===== config.mk =====
export PLATFORM = sky130hd
export DESIGN_NAME = pipe_ctl
export DESIGN_NICKNAME = d
export VERILOG_FILES = /design/src/rtl/pipe_ctl_pkg.sv /design/src/rtl/pipe_ctl_sb.sv /design/src/rtl/pipe_ctl.sv
export SDC_FILE = /design/constraint.sdc
export NUM_CORES = 1
export LEC_CHECK = 0
export CAP_MARGIN = 20
export CORE_ASPECT_RATIO = 0.7
export CORE_MARGIN = 2
export CORE_UTILIZATION = 35
export CTS_CLUSTER_SIZE = 20
export DETAILED_ROUTE_END_ITERATION = 8
export PLACE_DENSITY = 0.79
export SLEW_MARGIN = 20
export SYNTH_ARGS = -nofsm -noshare
export SYNTH_HDL_FRONTEND = slang
export SYNTH_SLANG_ARGS = --single-unit

===== constraint.sdc =====
create_clock -name clk_i -period 3.52 [get_ports clk_i]
set_clock_uncertainty 0.1 [all_clocks]
set_input_delay 0.528 -clock clk_i [delete_from_list [all_inputs] [get_ports clk_i]]
set_output_delay 0.528 -clock clk_i [all_outputs]
set_load 0.02 [all_outputs]

===== src/rtl/pipe_ctl_pkg.sv =====
// Shared constants for the pipeline-control engine: stage indices,
// default pipeline depth and register-address width.
package pipe_ctl_pkg;

    localparam int PipeStagesDef = 5;
    localparam int RegAddrBusW   = 5;

    localparam int STG_IF  = 0;
    localparam int STG_ID  = 1;
    localparam int STG_EX  = 2;
    localparam int STG_MEM = 3;
    localparam int STG_WB  = 4;

endpackage


===== src/rtl/pipe_ctl_sb.sv =====
// Destination scoreboard for the stages past issue, plus the RAW compare
// against the issue-stage source operands.
module pipe_ctl_sb
    import pipe_ctl_pkg::*;
#(
    parameter int STAGES    = PipeStagesDef,
    parameter int ADDR_W    = RegAddrBusW,
    parameter int ISSUE_STG = STG_ID
) (
    input  logic                          clk,
    input  logic                          rst_n,
    input  logic [STAGES-1:ISSUE_STG]     valid,
    input  logic [STAGES-1:ISSUE_STG+1]   load,
    input  logic                          src1_use,
    input  logic [ADDR_W-1:0]             src1_addr,
    input  logic                          src2_use,
    input  logic [ADDR_W-1:0]             src2_addr,
    input  logic                          dest_we,
    input  logic [ADDR_W-1:0]             dest_addr,
    output logic                          hazard
);

    logic [ADDR_W-1:0]             dest_r [STAGES-1:ISSUE_STG+1];
    logic [STAGES-1:ISSUE_STG+1]   we_r;

    always_ff @(posedge clk) begin
        if (!rst_n) begin
            we_r <= '0;
            for (int k = ISSUE_STG + 1; k < STAGES; k++) begin
                dest_r[k] <= '0;
            end
        end else begin
            if (load[ISSUE_STG+1]) begin
                dest_r[ISSUE_STG+1] <= dest_addr;
                we_r[ISSUE_STG+1]   <= dest_we;
            end
            for (int k = ISSUE_STG + 2; k < STAGES; k++) begin
                if (load[k]) begin
                    dest_r[k] <= dest_r[k-1];
                    we_r[k]   <= we_r[k-1];
                end
            end
        end
    end

    // Entries only count while their stage still holds a live instruction.
    always_comb begin
        hazard = 1'b0;
        for (int k = ISSUE_STG + 1; k < STAGES; k++) begin
            if (valid[k] && we_r[k] && (dest_r[k] != '0) &&
                ((src1_use && (src1_addr == dest_r[k])) ||
                 (src2_use && (src2_addr == dest_r[k])))) begin
                hazard = 1'b1;
            end
        end
        hazard = hazard & valid[ISSUE_STG];
    end

endmodule


===== src/rtl/pipe_ctl.sv =====
// N-stage in-order pipeline control: valid/allow/load chain, RAW interlock,
// branch flush. Optional perf counters built when PIPE_CTL_PERF_EN is defined.
module pipe_ctl
    import pipe_ctl_pkg::*;
#(
    parameter int STAGES    = PipeStagesDef,
    parameter int ADDR_W    = RegAddrBusW,
    parameter int ISSUE_STG = STG_ID
) (
    input  logic                        clk_i,
    input  logic                        rst_n_i,
    input  logic [STAGES-1:0]           stage_over_i,
    output logic [STAGES-1:0]           stage_valid_o,
    output logic [STAGES-1:0]           stage_allow_o,
    output logic [STAGES-1:0]           stage_load_o,
    input  logic                        src1_use_i,
    input  logic [ADDR_W-1:0]           src1_addr_i,
    input  logic                        src2_use_i,
    input  logic [ADDR_W-1:0]           src2_addr_i,
    input  logic                        dest_we_i,
    input  logic [ADDR_W-1:0]           dest_addr_i,
    input  logic                        flush_i,
    input  logic [$clog2(STAGES)-1:0]   flush_stg_i,
    output logic                        hazard_o,
    output logic                        retire_o,
    output logic [31:0]                 perf_stall_o,
    output logic [31:0]                 perf_retire_o
);

    localparam int FW = $clog2(STAGES);
    localparam logic [FW-1:0] MAX_KILL = FW'(STAGES - 2);

    logic [STAGES-1:0] valid;
    logic [STAGES-1:0] over_eff;
    logic [STAGES-1:0] allow;
    logic [STAGES-1:0] load;
    logic [STAGES-1:0] kill;
    logic [FW-1:0]     kill_stg;
    logic              hazard_raw;
    logic              hazard;

    assign kill_stg = (flush_stg_i > MAX_KILL) ? MAX_KILL : flush_stg_i;

    pipe_ctl_sb #(
        .STAGES    (STAGES),
        .ADDR_W    (ADDR_W),
        .ISSUE_STG (ISSUE_STG)
    ) u_sb (
        .clk       (clk_i),
        .rst_n     (rst_n_i),
        .valid     (valid[STAGES-1:ISSUE_STG]),
        .load      (load[STAGES-1:ISSUE_STG+1]),
        .src1_use  (src1_use_i),
        .src1_addr (src1_addr_i),
        .src2_use  (src2_use_i),
        .src2_addr (src2_addr_i),
        .dest_we   (dest_we_i),
        .dest_addr (dest_addr_i),
        .hazard    (hazard_raw)
    );

    // A flushed issue stage is emptied anyway, so its stall is dropped.
    always_comb begin
        kill = '0;
        for (int i = 1; i < STAGES; i++) begin
            kill[i] = flush_i && (FW'(i) <= kill_stg);
        end
        hazard = hazard_raw & ~kill[ISSUE_STG];
        over_eff = valid & stage_over_i;
        over_eff[ISSUE_STG] = over_eff[ISSUE_STG] & ~hazard;
        allow = '0;
        allow[STAGES-1] = ~valid[STAGES-1] | over_eff[STAGES-1];
        for (int i = STAGES - 2; i >= 1; i--) begin
            allow[i] = ~valid[i] | (over_eff[i] & allow[i+1]);
        end
        allow[0] = over_eff[0] & allow[1];
        load = '0;
        load[0] = allow[0];
        for (int i = 1; i < STAGES; i++) begin
            load[i] = allow[i] & over_eff[i-1] & ~kill[i-1];
        end
    end

    always_ff @(posedge clk_i) begin
        if (!rst_n_i) begin
            valid <= '0;
        end else begin
            valid[0] <= 1'b1;
            for (int i = 1; i < STAGES; i++) begin
                if (kill[i]) begin
                    valid[i] <= 1'b0;
                end else if (allow[i]) begin
                    valid[i] <= load[i];
                end
            end
        end
    end

    assign stage_valid_o = valid;
    assign stage_allow_o = allow;
    assign stage_load_o  = load;
    assign hazard_o      = hazard;
    assign retire_o      = over_eff[STAGES-1];

`ifdef PIPE_CTL_PERF_EN
    logic [31:0] stall_cnt;
    logic [31:0] retire_cnt;

    always_ff @(posedge clk_i) begin
        if (!rst_n_i) begin
            stall_cnt  <= '0;
            retire_cnt <= '0;
        end else begin
            if (hazard) begin
                stall_cnt <= stall_cnt + 32'd1;
            end
            if (over_eff[STAGES-1]) begin
                retire_cnt <= retire_cnt + 32'd1;
            end
        end
    end

    assign perf_stall_o  = stall_cnt;
    assign perf_retire_o = retire_cnt;
`else
    assign perf_stall_o  = 32'd0;
    assign perf_retire_o = 32'd0;
`endif

endmodule


==> results of run 1 <==
==> layer usage <==
metal,GRT usage,up-vias,part of all wire
li1,-,666,-
met1,0.166,616,0.44
met2,0.208,51,0.45
met3,0.0539,4,0.099
met4,0.0354,0,0.0074
met5,0,-,0
==> metrics by stage <==
| step | hold slack (ns) | cell area, um^2 | instances | total power [mW] |
|---|---|---|---|---|
| 3_3_place_gp | 0.360 | 2190 | 323 | 0.477 |
| 6_report | 0.383 | 2240 | 327 | 0.637 |
| 3_5_place_dp | 0.374 | 2190 | 323 | 0.479 |
| 5_1_grt | 0.407 | 2240 | 327 | 0.675 |
| 2_1_floorplan | 0.345 | 2140 | 272 | 0.476 |
| 4_1_cts | 0.384 | 2230 | 327 | 0.642 |
==> how the worst min path moves through the flow <==
| stage | to | depth (start not counted) | startpoint |
|---|---|---|---|
| after floorplan | u_sb.we_r[4] | 2 | u_sb.we_r[3] |
| after global placement | u_sb.we_r[4] | 2 | u_sb.we_r[4] |
| after detailed placement | u_sb.we_r[2] | 2 | u_sb.we_r[2] |
| after CTS | u_sb.we_r[2] | 2 | u_sb.we_r[2] |
| after global routing | u_sb.we_r[4] | 2 | u_sb.we_r[4] |
| final | u_sb.we_r[2] | 2 | u_sb.we_r[2] |
==> Yosys cell counts, drive strengths merged <==
| cell type | n | area [um^2] |
|---|---|---|
| a21bo | 2 | 20.0 |
| a21o | 1 | 7.51 |
| a21oi | 5 | 25.0 |
| a22oi | 1 | 21.3 |
| a31oi | 1 | 6.26 |
| and2 | 6 | 38.8 |
| and3 | 7 | 45.1 |
| and3b | 1 | 8.76 |
| and4 | 1 | 8.76 |
| buf | 66 | 495 |
| clkbuf | 1 | 3.75 |
| conb | 1 | 3.75 |
| dfxtp | 8 | 160 |
| dlygate4sd1 | 1 | 8.76 |
| edfxtp | 15 | 450 |
| inv | 4 | 15.0 |
| mux2i | 2 | 20.0 |
| nand2 | 24 | 90.1 |
| nand2b | 1 | 6.26 |
| nand3 | 2 | 15.0 |
| nand4 | 9 | 62.6 |
| nor2 | 8 | 30.0 |
| o2111ai | 1 | 15.0 |
| o21ai | 1 | 5.00 |
| o22ai | 3 | 18.8 |
| o311a | 2 | 21.3 |
| o31a | 1 | 8.76 |
| o31ai | 1 | 7.51 |
| or3 | 2 | 12.5 |
| or4 | 1 | 7.51 |
| xnor2 | 30 | 263 |
==> area by class of cell <==
| class | instances | area, um^2 | share of cell area |
|---|---|---|---|
| clock inverters | 1 | 5.00 | 0.00223 |
| repair buffers | 47 | 475 | 0.212 |
| inverters | 4 | 15.0 | 0.00670 |
| flip-flops and latches | 23 | 611 | 0.272 |
| well taps | 72 | 90.1 | 0.0402 |
| multi-input cells | 177 | 1000 | 0.448 |
| clock buffers | 3 | 41.3 | 0.0184 |
==> sequential cells by signal, summed over array words and instances, names as in the netlist <==
| signal | count |
|---|---|
| u_sb.we_r | 3 |
| stage_valid_o | 5 |
| u_sb.dest_r | 15 |
==> worst max-delay path, cell delays in order <==
cell and delay [ns]:
clkdlybuf4s50_1 0.59, xnor2_1 0.15, nand4_1 0.11, o22ai_1 0.22
o2111ai_2 0.25, nand4_2 0.19, inv_2 0.05, clkdlybuf4s50_1 0.56
==> cells by family (layout without fill, tap and decap cells) <==
logic type | after synthesis | after routing | synth area share
buffers and inverters | 72 | 55 | 0.275
and+or+nand+nor | 62 | 62 | 0.171
xor gates and xnor gates | 30 | 30 | 0.138
DFF | 23 | 23 | 0.321
AOI/OAI and AO/OA | 19 | 19 | 0.0822
muxes | 2 | 2 | 0.0105
other | 1 | 64 | 0.00197
==> power breakdown <==
group / switching (mW) / leakage, nW / internal (mW)
Combinational: 0.108 / 0.746 / 0.0615
Sequential: 0.0108 / 0.219 / 0.295
Clock: 0.0833 / 0.0255 / 0.0790
==> impl_results.md, run 1 <==
- Dpl ws: 0.0784 ns
- Placer Congestion: 0.885
- Startpoint Class: input pin
- YS warnings: 0
- FF-to-FF Start: u_sb.dest_r[3][1]
- Reg-to-reg setup timing slack: 1.29 ns
- Vias post-DR: 1,337
- CP startpoint: src1_addr_i[4]
- Maximum clock insertion buffer count: 2
- H-tree depth reported by CTS: 1
- Num rows: 22
- R2R cell count: 5
- Yosys cell types: 37
- Max Fanout on Critical Path: 4
- Num ports: 110
- Clock Sinks: 23
- Post-route DRC violation count: 0
- Mean post-synth cell area: around 9.1 um^2
- First-pass DRT Iterations: 4
- Share of cells above drive strength 1: 0.0627
- GRT Total Usage: 0.131
- Nets: between 200 and 300
- Fin. max-slew vios: 0
- Largest net degree at the start of global routing: 15
- Tcrit/Tclk final: 0.936
- CTS Hold Buffers Added: 0
- Drt total wl: 3910 um
- Synthesis-to-finish area growth: 17.9%
- CTS tree: yes
- Core ar.: around 0.0052 mm^2
- Setup TNS: 0 ns
- Die width: 92.1 um
- Crit Path Category: input pin to primary output
- WL/cell: between 10 and 15 um
- First-pass GRT wire length: 6100 um
- Highest-count cells in the layout ignoring fill and taps: conb_1 (64), clkdlybuf4s50_1 (41), xnor2_1 (30)
- Outcome: finished clean
- Post-CTS setup buffers: 0
- GRT Residual Overflow: 0
- RSZ-0062 raised after global routing: false
- Post-synth design cell area: 0.00190 mm^2
- DRT iter0 DRCs: between 40 and 50
- ANT cells: 0
- Fin crit period: ~3.3 ns
- CP endpoint: stage_load_o[2]
- Vias in the first global route: 1,294
- Clock Tree Root: clkbuf_8
- RR Endpoint: u_sb.dest_r[2][4]
- HPWL after DPL: 3270 um
- IO Port Bufs: 45
- Data arrival, critical path: 2.67 ns
- Initial antenna violation count: 0
- Max VDD drop: between 0.00015 and 0.0002 V
- Critical Path RT: 2.89 ns
- CTS Buf Count: 3
- Pwr dens: 284 mW/mm^2
- Flops & latches, synth: 23
- Worst min path class: register to register
- DR vias/cell: 4.09
- Post-CTS Resized: 0
- Commonest non-fill, non-tap cell in the layout: conb_1
- Utilization after layout: 0.429
- Max Freq: 304 MHz
- Initial core utilization: 0.364
- Critical path endpoint category: primary output
- Die Ht: 65.7 um
- Seq/Total Area, Yosys: 0.321
- Final setup violation count: 0
- Total die area: 0.00605 mm^2
- Layout fillers: 537
- Clock Latency Late Sink: 0.26 ns
- Final WS setup: 0.227 ns
- Final Hold Viols: 0
- Clock-pin slew on the worst setup and hold paths: 0.08 ns
- Post-route ant nets: 0
- Cells after Synth: 209
- MaxCap Viol Count: 0
- Leakage: 0.991 nW
Power figures use the tool's default switching activity.
==> run 2, diff against run 1 <==
--- a/config.mk
+++ b/config.mk
@@ -6,13 +6,16 @@
 export NUM_CORES = 1
 export LEC_CHECK = 0
 export CAP_MARGIN = 20
+export CELL_PAD_IN_SITES_DETAIL_PLACEMENT = 0
+export CELL_PAD_IN_SITES_GLOBAL_PLACEMENT = 2
 export CORE_ASPECT_RATIO = 0.7
 export CORE_MARGIN = 2
-export CORE_UTILIZATION = 35
+export CORE_UTILIZATION = 22
 export CTS_CLUSTER_SIZE = 20
 export DETAILED_ROUTE_END_ITERATION = 8
-export PLACE_DENSITY = 0.79
+export PLACE_DENSITY = 0.89
 export SLEW_MARGIN = 20
 export SYNTH_ARGS = -nofsm -noshare
 export SYNTH_HDL_FRONTEND = slang
 export SYNTH_SLANG_ARGS = --single-unit
+export TNS_END_PERCENT = 50
==> run 2 against run 1 <==
Die area increased by 56%. Sequential cell count unchanged. First-iteration DRC count increased by 63%. Cell area increased by 3.5%. Sequential power about the same. Clock-buffer cell count increased by 1. Non-clock buffer count unchanged. Maximum frequency decreased by 1.8%. Clock power increased by 48%. Core utilization decreased by 15 points. Critical path type unchanged.
==> impl_results.md, run 2 (synthesis results as in run 1) <==
- Critical Path RT: 2.89 ns (about the same)
- Drt total wl: 4280 um (was 3910 um)
- Max Freq: 298 MHz (was 304 MHz)
- Largest register FFs: 15 (unchanged)
- Crit Path Category: input pin to primary output (unchanged)
- Initial antenna violation count: 0 (unchanged)
- Core ar.: 0.00841 mm^2 (was 0.00523 mm^2)
- FF-to-FF Start: u_sb.dest_r[3][1] (unchanged)
- Clock Tree Root: clkbuf_16 (was clkbuf_8)
- Hold Crit Depth: 2 (unchanged)
- Pwr dens: 309 mW/mm^2 (was 284 mW/mm^2)
- WHS Endpoint: u_sb.we_r[4] (was u_sb.we_r[2])
- RR Endpoint: u_sb.dest_r[2][2] (was u_sb.dest_r[2][4])
- Fin crit period: 3.36 ns (was 3.29 ns)
- MaxCap Viol Count: 0 (unchanged)
- Max Fanout on Critical Path: 4 (unchanged)
- First-pass GRT wire length: 6360 um (was 6100 um)
- Gr busiest metal: met1 (was met2)
- ANT cells: 0 (unchanged)
- Maximum clock insertion buffer count: 2 (unchanged)
- Commonest non-fill, non-tap cell in the layout: conb_1 (unchanged)
- Top cell by count, worst path: clkdlybuf4s50_1 (unchanged)
- Placer Congestion: 0.798 (was 0.885)
- DRT iter0 DRCs: 67 (was 41)
- M2 GR Usage: 0.115 (was 0.208)
- GRT Total Usage: 0.0903 (was 0.131)
- Final Hold Viols: 0 (unchanged)
- IO Port Bufs: 45 (unchanged)
- Outcome: finished clean (unchanged)
- Highest-count cells in the layout ignoring fill and taps: conb_1 (64), clkdlybuf4s50_1 (42), xnor2_1 (30) (was conb_1 (64), clkdlybuf4s50_1 (41), xnor2_1 (30))
- Nets: 285 (unchanged)
- Post-route DRC violation count: 0 (unchanged)
- Leakage: 0.985 nW (was 0.991 nW)
- Clock Latency Late Sink: 0.25 ns (was 0.26 ns)
- H-tree depth reported by CTS: 1 (unchanged)
- WP buf/inv: 2 (was 3)
- Critical path endpoint category: primary output (unchanged)
- Pwr Total: 716 uW (was 637 uW)
- Crit-path cells: clkdlybuf4s50_1 -> xnor2_1 -> nand4_1 -> o22ai_1 -> o2111ai_2 -> nand2_1 -> and3_1 -> clkdlybuf4s50_1 (was clkdlybuf4s50_1 -> xnor2_1 -> nand4_1 -> o22ai_1 -> o2111ai_2 -> nand4_2 -> inv_2 -> clkdlybuf4s50_1)
- Post-route ant nets: 0 (unchanged)
- Total die area: 0.00942 mm^2 (was 0.00605 mm^2)
- Die width: 115 um (was 92.1 um)
- CTS tree: yes (unchanged)
- Vias in the first global route: 1,203 (was 1,294)
- GR Util met3: 0.0325 (was 0.0539)
- Clock Sinks: 23 (unchanged)
- GRT Residual Overflow: 0 (unchanged)
- Num rows: 28 (was 22)
- Fin. max-slew vios: 0 (unchanged)
- Clock-pin slew on the worst setup and hold paths: 0.05 ns (was 0.08 ns)
- Vias post-DR: 1,302 (was 1,337)
- Largest reg by FF count: u_sb.dest_r (unchanged)
- Grt met1 use: 0.142 (was 0.166)
- Max VDD drop: 0.000192 V (was 0.000157 V)
- Critical Path Max Stage Delay: 0.61 ns (was 0.59 ns)
- Num ports: 110 (unchanged)
- RSZ-0062 raised after global routing: false (unchanged)
- WL/cell: 11.9 um (was 12.0 um)
- Initial core utilization: 0.226 (was 0.364)
- R2R cell count: 5 (unchanged)
- Setup TNS: 0 ns (unchanged)
- CTS Buf Count: 3 (unchanged)
- First-pass DRT Iterations: 4 (unchanged)
- Worst min path class: register to register (unchanged)
- Data arrival, critical path: 2.73 ns (was 2.67 ns)
- CP top delay family: buffers and inverters (unchanged)
- HPWL after DPL: 3660 um (was 3270 um)
- Critical path's slowest cell: clkdlybuf4s50_1 (unchanged)
- Final setup violation count: 0 (unchanged)
- DR vias/cell: 3.62 (was 4.09)
- Startpoint Class: input pin (unchanged)
- Die Ht: 81.8 um (was 65.7 um)
- Share of cells above drive strength 1: 0.0627 (unchanged)
- Largest net degree at the start of global routing: 15 (unchanged)
- Synthesis-to-finish area growth: 22.0% (was 17.9%)
- Reg-to-reg setup timing slack: 1.25 ns (was 1.29 ns)
- Hold_sp: u_sb.we_r[4] (was u_sb.we_r[2])
- Tcrit/Tclk final: 0.953 (was 0.936)
[run 2: cell count changes in the layout (fill, tap and decap cells not counted), sizes merged]
cell	before	now
clkinv	1	0
clkbuf	3	4
dlymetal6s2s	4	3
clkdlybuf4s50	41	42
[run 2: power breakdown]
group | switching, mW | total, mW | leakage, nW | internal [mW]
Combinational | 0.108 | 0.170 | 0.728 | 0.0617
Sequential | 0.0114 | 0.307 | 0.219 | 0.295
Clock | 0.0852 | 0.239 | 0.0382 | 0.154
[run 2: how the worst max path moves through the flow]
stage / from / endpoint / slack, ns / cells past startpoint
floorplan: stage_over_i[4] / stage_load_o[0] / 0.47 / 7
global placement: src2_addr_i[0] / stage_allow_o[0] / 0.08 / 8
detailed placement: src2_addr_i[0] / stage_load_o[1] / 0.06 / 8
CTS: stage_over_i[4] / stage_load_o[1] / 0.03 / 8
global route: src2_addr_i[1] / hazard_o / 0.002 / 8
finish: src2_addr_i[1] / hazard_o / 0.16 / 8
[run 2: stage by stage]
stage | util | instances | hold slack, ns | setup slack (ns) | cell area (um^2)
after floorplan | - | 272 | 0.345 | 0.468 | 2140
after global placement | 0.265 | 356 | 0.372 | 0.0819 | 2230
after detailed placement | 0.265 | 356 | 0.371 | 0.0628 | 2230
after CTS | 0.274 | 360 | 0.387 | 0.0310 | 2310
after global routing | 0.276 | 360 | 0.402 | 0.00177 | 2320
final | 0.276 | 360 | 0.385 | 0.165 | 2320
[run 2: repair_timing]
item,CTS,global route
hold buffers,0,0
resized for setup,0,4
setup buffers,0,0
endpoints found under the setup margin,0,3
[run 2: cell type report]
| class | instances | area (um^2) |
|---|---|---|
| tap | 105 | 131 |
| multi-input combinational | 177 | 1010 |
| sequential | 23 | 611 |
| inverter | 4 | 15.0 |
| clock buffer | 4 | 78.8 |
| timing repair buffer | 47 | 473 |
| fill | 908 | 6090 |
[run 2: worst min-delay path, delay by kind of cell (launching register included)]
kind	cells	cell delay, ns
and+or+nand+nor	1	0.06
DFF	1	0.33
AOI/OAI and AO/OA	1	0.05
[run 2: routing by layer]
layer | vias up | routed length [um]
met1 | 576 | 2270
met5 | - | 0
li1 | 671 | -
met3 | 0 | 339
met4 | 0 | 0
met2 | 55 | 1670
==> run 3, diff against run 2 <==
--- a/config.mk
+++ b/config.mk
@@ -14,6 +14,7 @@
 export CTS_CLUSTER_SIZE = 20
 export DETAILED_ROUTE_END_ITERATION = 8
 export PLACE_DENSITY = 0.89
+export REMOVE_ABC_BUFFERS = 1
 export SLEW_MARGIN = 20
 export SYNTH_ARGS = -nofsm -noshare
 export SYNTH_HDL_FRONTEND = slang
==> run 3 against run 2 <==
Non-clock buffer count unchanged. Sequential power hardly changed. Power up 0.24%. Largest power group unchanged. Highest routed layer unchanged. Global-route usage shrank 0.17 points. Register-to-register slack about the same. Cell area fell by 0.11%.
==> impl_results.md, run 3 (synthesis results as in run 1) <==
- Outcome: finished clean (unchanged)
- Post-route ant nets: 0 (unchanged)
- Worst min path class: register to register (unchanged)
- Initial antenna violation count: 0 (unchanged)
- Largest net degree at the start of global routing: 15 (unchanged)
- Die width: 115 um (unchanged)
- RSZ-0062 raised after global routing: false (unchanged)
- HPWL after DPL: 3600 um (was 3660 um)
- DRT iter0 DRCs: 38 (was 67)
- Vias post-DR: 1,353 (was 1,302)
- IO Port Bufs: 45 (unchanged)
- Drt total wl: 4230 um (was 4280 um)
- Critical Path Max Stage Delay: 0.59 ns (was 0.61 ns)
- Crit-path cells: clkdlybuf4s50_1 -> xnor2_1 -> nand4_1 -> o22ai_1 -> o2111ai_2 -> nand3_2 -> nand3_1 -> clkdlybuf4s50_1 (was clkdlybuf4s50_1 -> xnor2_1 -> nand4_1 -> o22ai_1 -> o2111ai_2 -> nand2_1 -> and3_1 -> clkdlybuf4s50_1)
- Share of cells above drive strength 1: 0.0627 (unchanged)
- Fin crit period: 3.34 ns (was 3.36 ns)
- Placed cell count: 356 (unchanged)
- Num ports: 110 (unchanged)
- Pwr dens: 310 mW/mm^2 (was 309 mW/mm^2)
- Clock Tree Root: clkbuf_16 (unchanged)
- Maximum clock insertion buffer count: 2 (unchanged)
- Utilization after layout: 0.276 (about the same)
- Highest-count cells in the layout ignoring fill and taps: conb_1 (64), clkdlybuf4s50_1 (41), xnor2_1 (30) (was conb_1 (64), clkdlybuf4s50_1 (42), xnor2_1 (30))
- Nets: 285 (unchanged)
- Core ar.: 0.00841 mm^2 (unchanged)
- Largest register FFs: 15 (unchanged)
- Max VDD drop: 0.000191 V (was 0.000192 V)
- CP top delay family: buffers and inverters (unchanged)
- Placer Congestion: 0.780 (was 0.798)
- Crit Path Category: input pin to primary output (unchanged)
- Vias in the first global route: 1,249 (was 1,203)
- RR Endpoint: u_sb.dest_r[2][1] (was u_sb.dest_r[2][2])
- Pwr Total: 718 uW (was 716 uW)
- First-pass DRT Iterations: 4 (unchanged)
- Die Ht: 81.8 um (unchanged)
- Critical Path RT: 2.89 ns (about the same)
- Max Freq: 299 MHz (was 298 MHz)
- FF-to-FF Start: u_sb.dest_r[2][1] (was u_sb.dest_r[3][1])
- Reg-to-reg setup timing slack: 1.24 ns (was 1.25 ns)
- ANT cells: 0 (unchanged)
- Synthesis-to-finish area growth: 21.8% (was 22.0%)
- Clock-pin slew on the worst setup and hold paths: 0.06 ns (was 0.05 ns)
- R2R cell count: 5 (unchanged)
- Post-CTS setup buffers: 0 (unchanged)
- Final Hold Viols: 0 (unchanged)
- DR vias/cell: 3.76 (was 3.62)
- WL/cell: 11.8 um (was 11.9 um)
- Critical path endpoint category: primary output (unchanged)
- CTS tree: yes (unchanged)
- Post-Layout Cell Count: 360 (unchanged)
- Data arrival, critical path: 2.72 ns (was 2.73 ns)
- Clock Latency Late Sink: 0.25 ns (about the same)
- GRT Total Usage: 0.0886 (was 0.0903)
- Num rows: 28 (unchanged)
- Critical path's slowest cell: clkdlybuf4s50_1 (unchanged)
- Final WS setup: 0.177 ns (was 0.165 ns)
- Final setup violation count: 0 (unchanged)
- Startpoint Class: input pin (unchanged)
- Dpl ws: 0.118 ns (was 0.0628 ns)
- MaxCap Viol Count: 0 (unchanged)
- Commonest non-fill, non-tap cell in the layout: conb_1 (unchanged)
- CTS Buf Count: 3 (unchanged)
- Hold_sp: u_sb.we_r[4] (unchanged)
- Post-route DRC violation count: 0 (unchanged)
- Tcrit/Tclk final: 0.950 (was 0.953)
- Hold Crit Depth: 2 (unchanged)
- WP buf/inv: 2 (unchanged)
- Top cell by count, worst path: clkdlybuf4s50_1 (unchanged)
- First-pass GRT wire length: 6470 um (was 6360 um)
- Total die area: 0.00942 mm^2 (unchanged)
- Setup TNS: 0 ns (unchanged)
- Clock Sinks: 23 (unchanged)
- H-tree depth reported by CTS: 1 (unchanged)
- Max Fanout on Critical Path: 4 (unchanged)
- WHS Endpoint: u_sb.we_r[4] (unchanged)
- GRT Residual Overflow: 0 (unchanged)
- Initial core utilization: 0.226 (unchanged)
- Leakage: 1.01 nW (was 0.985 nW)
- Largest reg by FF count: u_sb.dest_r (unchanged)
- Fin. max-slew vios: 0 (unchanged)
run 3: layer usage:
layer  routed length [um]  GRT usage
met1                 2090      0.129
met2                 1780      0.132
met3                  368     0.0303
met4                    0    0.00361
met5                    0          0
run 3: worst reg2reg max path, cell delays in order (launching register included):
cell and delay (ns):
edfxtp_1 0.49, or3_1 0.38, o311a_2 0.37, a22oi_4 0.22
nand4_2 0.17, nand2_1 0.23
run 3: area by class of cell:
class,count,area [um^2]
flip-flops and latches,23,611
clock inverters,1,5.00
multi-input cells,177,1000
clock buffers,3,75.1
well taps,105,131
fillers,940,6090
inverters,4,15.0
repair buffers,47,475
run 3: repair_timing:
item | CTS | global route
hold buffers | 0 | 0
gates resized for setup | 0 | 4
endpoints found under the setup margin | 0 | 4
run 3: worst max path at each step:
stage,start,endpoint,cells past startpoint
global route,src2_addr_i[2],stage_allow_o[1],8
global placement,src1_addr_i[4],stage_allow_o[0],8
CTS,src2_addr_i[2],stage_load_o[1],8
finish,src1_addr_i[4],stage_allow_o[1],8
floorplan,stage_over_i[4],stage_allow_o[0],6
detailed placement,src2_addr_i[2],stage_load_o[1],8
run 3: power by group:
part | switching [mW] | internal (mW) | leakage, nW
Combinational | 0.108 | 0.0614 | 0.746
Clock | 0.0891 | 0.153 | 0.0409
Sequential | 0.0117 | 0.295 | 0.219
run 3: metrics by stage:
step                      cell area (um^2)  hold slack [ns]
after global placement                2230            0.366
after global routing                  2320            0.409
final                                 2320            0.375
after CTS                             2310            0.379
after floorplan                       1630            0.345
after detailed placement              2230            0.370
